## config.mk

```make
export PLATFORM = sky130hd
export DESIGN_NAME = heart_hit_detector
export DESIGN_NICKNAME = d
export VERILOG_FILES = /design/src/rtl/heart_hit_detector.sv
export SDC_FILE = /design/constraint.sdc
export NUM_CORES = 2
export LEC_CHECK = 0
export CAP_MARGIN = 0
export CORE_MARGIN = 2
export CORE_UTILIZATION = 59
export CTS_CLUSTER_SIZE = 25
export DETAILED_ROUTE_END_ITERATION = 12
export PLACE_DENSITY_LB_ADDON = 0.05
export REMOVE_ABC_BUFFERS = 1
export SETUP_SLACK_MARGIN = 0.3
export SLEW_MARGIN = 25
export SYNTH_ARGS = -nofsm -noshare
export SYNTH_HDL_FRONTEND = slang
export SYNTH_SLANG_ARGS = --single-unit
```

## constraint.sdc

```tcl
create_clock -name i_clk -period 7.3 [get_ports i_clk]
set_clock_uncertainty 0.05 [all_clocks]
set_input_delay 0.73 -clock i_clk [delete_from_list [all_inputs] [get_ports i_clk]]
set_output_delay 0.73 -clock i_clk [all_outputs]
set_load 0.005 [all_outputs]
```

## src/rtl/heart_hit_detector.sv

```systemverilog
// Per-frame circle-vs-square hit test between the bouncing ball and the player heart.
// Runs a 4-stage evaluation and applies damage with a frame-counted invulnerability window.
module heart_hit_detector #(
    parameter int P_SIZE        = 16,
    parameter int HP_MAX        = 20,
    parameter int DAMAGE        = 3,
    parameter int INVULN_FRAMES = 60
) (
    input  logic        i_clk,
    input  logic        i_rst,
    input  logic        i_ani_stb,
    input  logic        i_animate,
    input  logic [15:0] i_ball_cx,
    input  logic [15:0] i_ball_cy,
    input  logic [15:0] i_ball_r,
    input  logic [15:0] i_px,
    input  logic [15:0] i_py,
    output logic        o_hit,
    output logic [7:0]  o_hp,
    output logic        o_invuln,
    output logic        o_dead,
    output logic        o_busy
);
    localparam logic [7:0]  L_HP_MAX = 8'(HP_MAX);
    localparam logic [7:0]  L_DMG    = 8'(DAMAGE);
    localparam logic [7:0]  L_INV    = 8'(INVULN_FRAMES);
    localparam logic [16:0] L_SPAN   = 17'(P_SIZE - 1);

    typedef enum logic [2:0] {
        S_IDLE, S_CLAMP, S_SQUARE, S_COMPARE, S_APPLY
    } state_t;

    state_t      r_state, w_next;
    logic [15:0] r_cx, r_cy, r_r, r_px, r_py;
    logic [15:0] r_dx, r_dy;
    logic [31:0] r_dx2, r_dy2, r_r2;
    logic        r_overlap;
    logic [7:0]  r_hp;
    logic [7:0]  r_cnt;
    logic        r_hit, r_dead;

    logic        w_frame, w_start, w_apply;
    logic [16:0] w_xhi, w_yhi, w_nx, w_ny, w_dx, w_dy;
    logic [32:0] w_sum;

    assign w_frame = i_ani_stb && i_animate;
    assign w_start = (r_state == S_IDLE) && w_frame && !r_dead;
    assign w_apply = (r_state == S_APPLY) && r_overlap && (r_cnt == 8'd0);

    // Box upper edges kept at 17 bits so a box near 65535 does not wrap.
    assign w_xhi = {1'b0, r_px} + L_SPAN;
    assign w_yhi = {1'b0, r_py} + L_SPAN;

    always_comb begin
        w_nx = {1'b0, r_cx};
        if (r_cx < r_px)             w_nx = {1'b0, r_px};
        else if ({1'b0, r_cx} > w_xhi) w_nx = w_xhi;
        w_ny = {1'b0, r_cy};
        if (r_cy < r_py)             w_ny = {1'b0, r_py};
        else if ({1'b0, r_cy} > w_yhi) w_ny = w_yhi;
        w_dx = ({1'b0, r_cx} >= w_nx) ? ({1'b0, r_cx} - w_nx) : (w_nx - {1'b0, r_cx});
        w_dy = ({1'b0, r_cy} >= w_ny) ? ({1'b0, r_cy} - w_ny) : (w_ny - {1'b0, r_cy});
    end

    assign w_sum = 33'(r_dx2) + 33'(r_dy2);

    always_ff @(posedge i_clk or posedge i_rst) begin
        if (i_rst) r_state <= S_IDLE;
        else       r_state <= w_next;
    end

    always_comb begin
        w_next = r_state;
        case (r_state)
            S_IDLE:    if (w_start) w_next = S_CLAMP;
            S_CLAMP:   w_next = S_SQUARE;
            S_SQUARE:  w_next = S_COMPARE;
            S_COMPARE: w_next = S_APPLY;
            S_APPLY:   w_next = S_IDLE;
            default:   w_next = S_IDLE;
        endcase
    end

    always_ff @(posedge i_clk or posedge i_rst) begin
        if (i_rst) begin
            r_cx      <= '0;
            r_cy      <= '0;
            r_r       <= '0;
            r_px      <= '0;
            r_py      <= '0;
            r_dx      <= '0;
            r_dy      <= '0;
            r_dx2     <= '0;
            r_dy2     <= '0;
            r_r2      <= '0;
            r_overlap <= 1'b0;
        end else begin
            if (w_start) begin
                r_cx <= i_ball_cx;
                r_cy <= i_ball_cy;
                r_r  <= i_ball_r;
                r_px <= i_px;
                r_py <= i_py;
            end
            if (r_state == S_CLAMP) begin
                r_dx <= w_dx[15:0];
                r_dy <= w_dy[15:0];
            end
            if (r_state == S_SQUARE) begin
                r_dx2 <= 32'(r_dx) * 32'(r_dx);
                r_dy2 <= 32'(r_dy) * 32'(r_dy);
                r_r2  <= 32'(r_r) * 32'(r_r);
            end
            if (r_state == S_COMPARE) r_overlap <= (w_sum <= 33'(r_r2));
        end
    end

    // Damage, invulnerability and death; a load from APPLY beats a same-edge decrement.
    always_ff @(posedge i_clk or posedge i_rst) begin
        if (i_rst) begin
            r_hp   <= L_HP_MAX;
            r_hit  <= 1'b0;
            r_cnt  <= '0;
            r_dead <= 1'b0;
        end else begin
            r_hit  <= w_apply;
            r_dead <= (r_hp == 8'd0);
            if (w_apply) r_hp <= (r_hp > L_DMG) ? (r_hp - L_DMG) : 8'd0;
            if (w_apply)                          r_cnt <= L_INV;
            else if (w_frame && r_cnt != 8'd0)    r_cnt <= r_cnt - 8'd1;
        end
    end

    assign o_hit    = r_hit;
    assign o_hp     = r_hp;
    assign o_invuln = (r_cnt != 8'd0);
    assign o_dead   = r_dead;
    assign o_busy   = (r_state != S_IDLE);
endmodule

```

==> impl_results.md <==
- Status: finished clean
- WP depth: 24
- Clock network latency to the later pin of the worst-skew pair: 0.61 ns
- Delay of the slowest critical-path stage: 0.64 ns
- CTS root buf: clkbuf_16
- Placed Area: 40000 um2
- IO Count: 96
- Max layer used: met4
- CP required: 7.73 ns
- Crit path buf inv count: 7
- Main combinational cell family by area after synthesis: adder cells
- Most frequent CP cell: inv_1
- Antenna Nets Post-Route: 0
- Fin crit share: 91.7%
- Post-DP HPWL: 70100 um
- R2R Path Start: r_dy[2]
- Sequential cell area fraction in the yosys report: 14.9%
- CTS buffer count: 30
- WL met3: 4040 um
- CTS tree: done
- Mapped cell area: 38200 um2
- Largest net degree at the start of global routing: 140
- Worst Setup EP: r_dy2[30]
- DRT Pass-1 Iters: 5
- Die area: 66700 um2
- Kind of critical path: reg2reg
- Multiplexer share of the synthesized area: 1.60%
- Crit. End Element: register
- Area share of the largest cell type after synthesis: 26.1%
- Standard-cell rows: 93
- DRT met1 WL: 39700 um
- HP Class: reg2reg
- Post-route cell area: 41200 um2
- Worst path cell trace: nand2_1, inv_1, fa_1, inv_1, fa_1, inv_1, fa_1, inv_1, fa_1, inv_1, fa_1, inv_1, fa_1, inv_1, ha_1, o21a_1, o21ai_0, a21oi_1, a21o_1, o41a_1, a221o_1, a221oi_2, mux2i_1, a211o_1
- Final GP Congestion: 0.905
- Synth Area in Adders: 42.3%
- Crit start category: register
- YS warnings: 0
- Number of enable flip-flop cells after synthesis: 0
- Vias in the first global route: 30100
- Initial antenna violation count: 0
- Die H: 258 um
- Slowest-stage cell, CP: dfrtp_1
- Biggest area consumer among synthesized cells: fa_1
- CP max FO: 17
- R2R Setup Slk: 0.61 ns
- Unrepaired setup endpoints after global routing: false
- Total grt overflow: 0
- Most common cell after layout, fill and taps aside: inv_1
- Most frequent cells in the layout: 865 x inv_1, 498 x fa_1, 491 x ha_1
- First-pass GRT wire length: 148000 um
- Simple-gate area share of the yosys netlist: 13.3%
- Nets: 5482
- Top cells by area, synth: fa_1 26%, ha_1 16%, dfrtp_1 15%
- XOR/XNOR share of the synthesized area: 4.02%
- H-tree levels: 1
- Final Critical Period: 6.69 ns
- Initial Util: 59.4%
- Antenna diodes: 0
- R2r endpoint: r_dy2[30]
- Layout cells sized above 1: 3.81%
- Post-Syn Instances: 4384
- Peak Freq: 0.149 GHz
- Core ar.: 64200 um2
- Drc violations: 0
- Setup TNS: 0 ns
- Crit. Startpoint: r_dy[2]
- Primary FF master, synth: dfrtp_1
- Distinct cells, synth: 81
- Port Buf Inserts: 95
- Clk sinks: 227
- Avg Vias per Cell: 5.52
- Vias: 29200
- Met2 wire len: 40900 um
- CP arrival: 7.12 ns
- Max-cap violations: 0
- Final Hold Fails: 0
- Flops & latches, synth: 227
- Crit path max-delay family: adder cells
- Total Wirelength: 86300 um
- Ys async rst share: 100%
- Total Routing Usage GR: 27.1%
- Worst slew pin tran: 0.867 ns
- R2R depth: 24
- Reg clk slew, reported paths: 0.06 ns
- Slew HR: 42.2%
- Max Buffers Root-to-Sink: 3
- Final setup vio count: 0
- Syn-to-layout area delta: 7.88%
- DRT iter0 DRCs: 1634
- Wire per inst: 16.3 um
- Die Wd: 258 um
- Avg Inst Size Synth: 8.70 um2
- Synth Area in Compound Gates: 13.7%
- Slew Limit Fails: 0
worst reg2reg max path, delay by kind of cell (launching register included):
kind            cells  cell delay [ns]
compound gates      8             1.87
fa+ha+maj           7             3.30
flops               1             0.64
simple gates        1             0.24
buf+inv             7             0.39
mux                 1             0.13
worst min path at each step:
stage,from,end,cells past startpoint
after global routing,r_r2[21],r_r2[21],2
after CTS,r_cnt[6],r_cnt[6],1
after global placement,r_cnt[6],r_cnt[6],1
after detailed placement,r_cnt[6],r_cnt[6],1
final,r_cnt[6],r_cnt[6],1
after floorplan,r_cnt[6],r_cnt[6],1
cell usage after synthesis, types with 5 or more instances:
cell	n
nand2_1	490
o21a_1	41
ha_1	492
a211oi_1	24
inv_1	867
xnor2_1	105
nand3b_1	8
o311ai_0	5
or2_2	11
a211o_1	8
nor3b_1	6
o21ai_0	275
nand3_1	53
nand4_1	34
dfrtp_1	225
a31oi_1	17
and4_1	5
xor2_1	70
nor2_1	169
mux2_2	15
o31ai_1	13
nor4_1	10
and3_1	33
clkbuf_1	143
o211a_1	5
fa_1	498
o2bb2a_1	22
o2bb2ai_1	22
and2_1	132
or3_1	15
a21o_1	97
a21oi_1	190
buf_2	12
nand2b_1	18
a21boi_0	10
or4_1	11
mux2i_1	44
nor3_1	34
o211ai_1	15
o21bai_1	15
a221oi_1	7
nor2b_1	40
per-layer routing:
| metal | GRT usage [%] | vias up |
|---|---|---|
| li1 | - | 14200 |
| met1 | 38.1 | 14300 |
| met2 | 45.8 | 590 |
| met3 | 2.77 | 116 |
| met4 | 5.44 | 0 |
| met5 | 0 | - |
flip-flops by register name (all words and copies together), names as in the netlist, 16 cells and up:
name   count
r_dx2     31
r_dy2     31
r_r2      31
r_cx      16
r_cy      16
r_dx      16
r_dy      16
r_px      16
r_py      16
r_r       16
per-stage QoR:
step	util, %	setup WS [ns]	instances	hold WS, ns
floorplan	-	-1.23	4224	0.383
global placement	62.2	0.414	5224	0.403
detailed placement	62.2	0.324	5224	0.415
CTS	63.9	0.328	5279	0.424
global route	64.1	0.304	5286	0.459
finish	64.1	0.609	5286	0.418
final cells by class:
type / count / area [um2]
Clock buffer: 42 / 877
Fill cell: 5751 / 23100
Clock inverter: 13 / 189
Multi-Input combinational cell: 3128 / 28700
Tap cell: 855 / 1070
Inverter: 870 / 3270
Timing Repair Buffer: 151 / 1400
Sequential cell: 227 / 5690
repair_timing:
item                                    in CTS  in global routing
hold buffers                                 0                  0
endpoints found under the hold margin        0                  0
setup buffers                                0                  6
gates cloned                                 0                  1
gates resized for setup                      1                 21
endpoints found under the setup margin       1                 37
pin swaps                                    0                  2
cell families (layout without fill, tap and decap cells):
group | count (synthesis) | in the layout
buffers and inverters | 1030 | 1076
and+or+nand+nor | 1080 | 1080
muxes | 59 | 59
AOI/OAI and AO/OA | 823 | 824
xor gates and xnor gates | 175 | 175
adders and majority gates | 990 | 990
DFF | 227 | 227
Power is left out: the tool's default activity adds up to more than one toggle a clock period on the data nets, which glitch-free logic cannot reach.
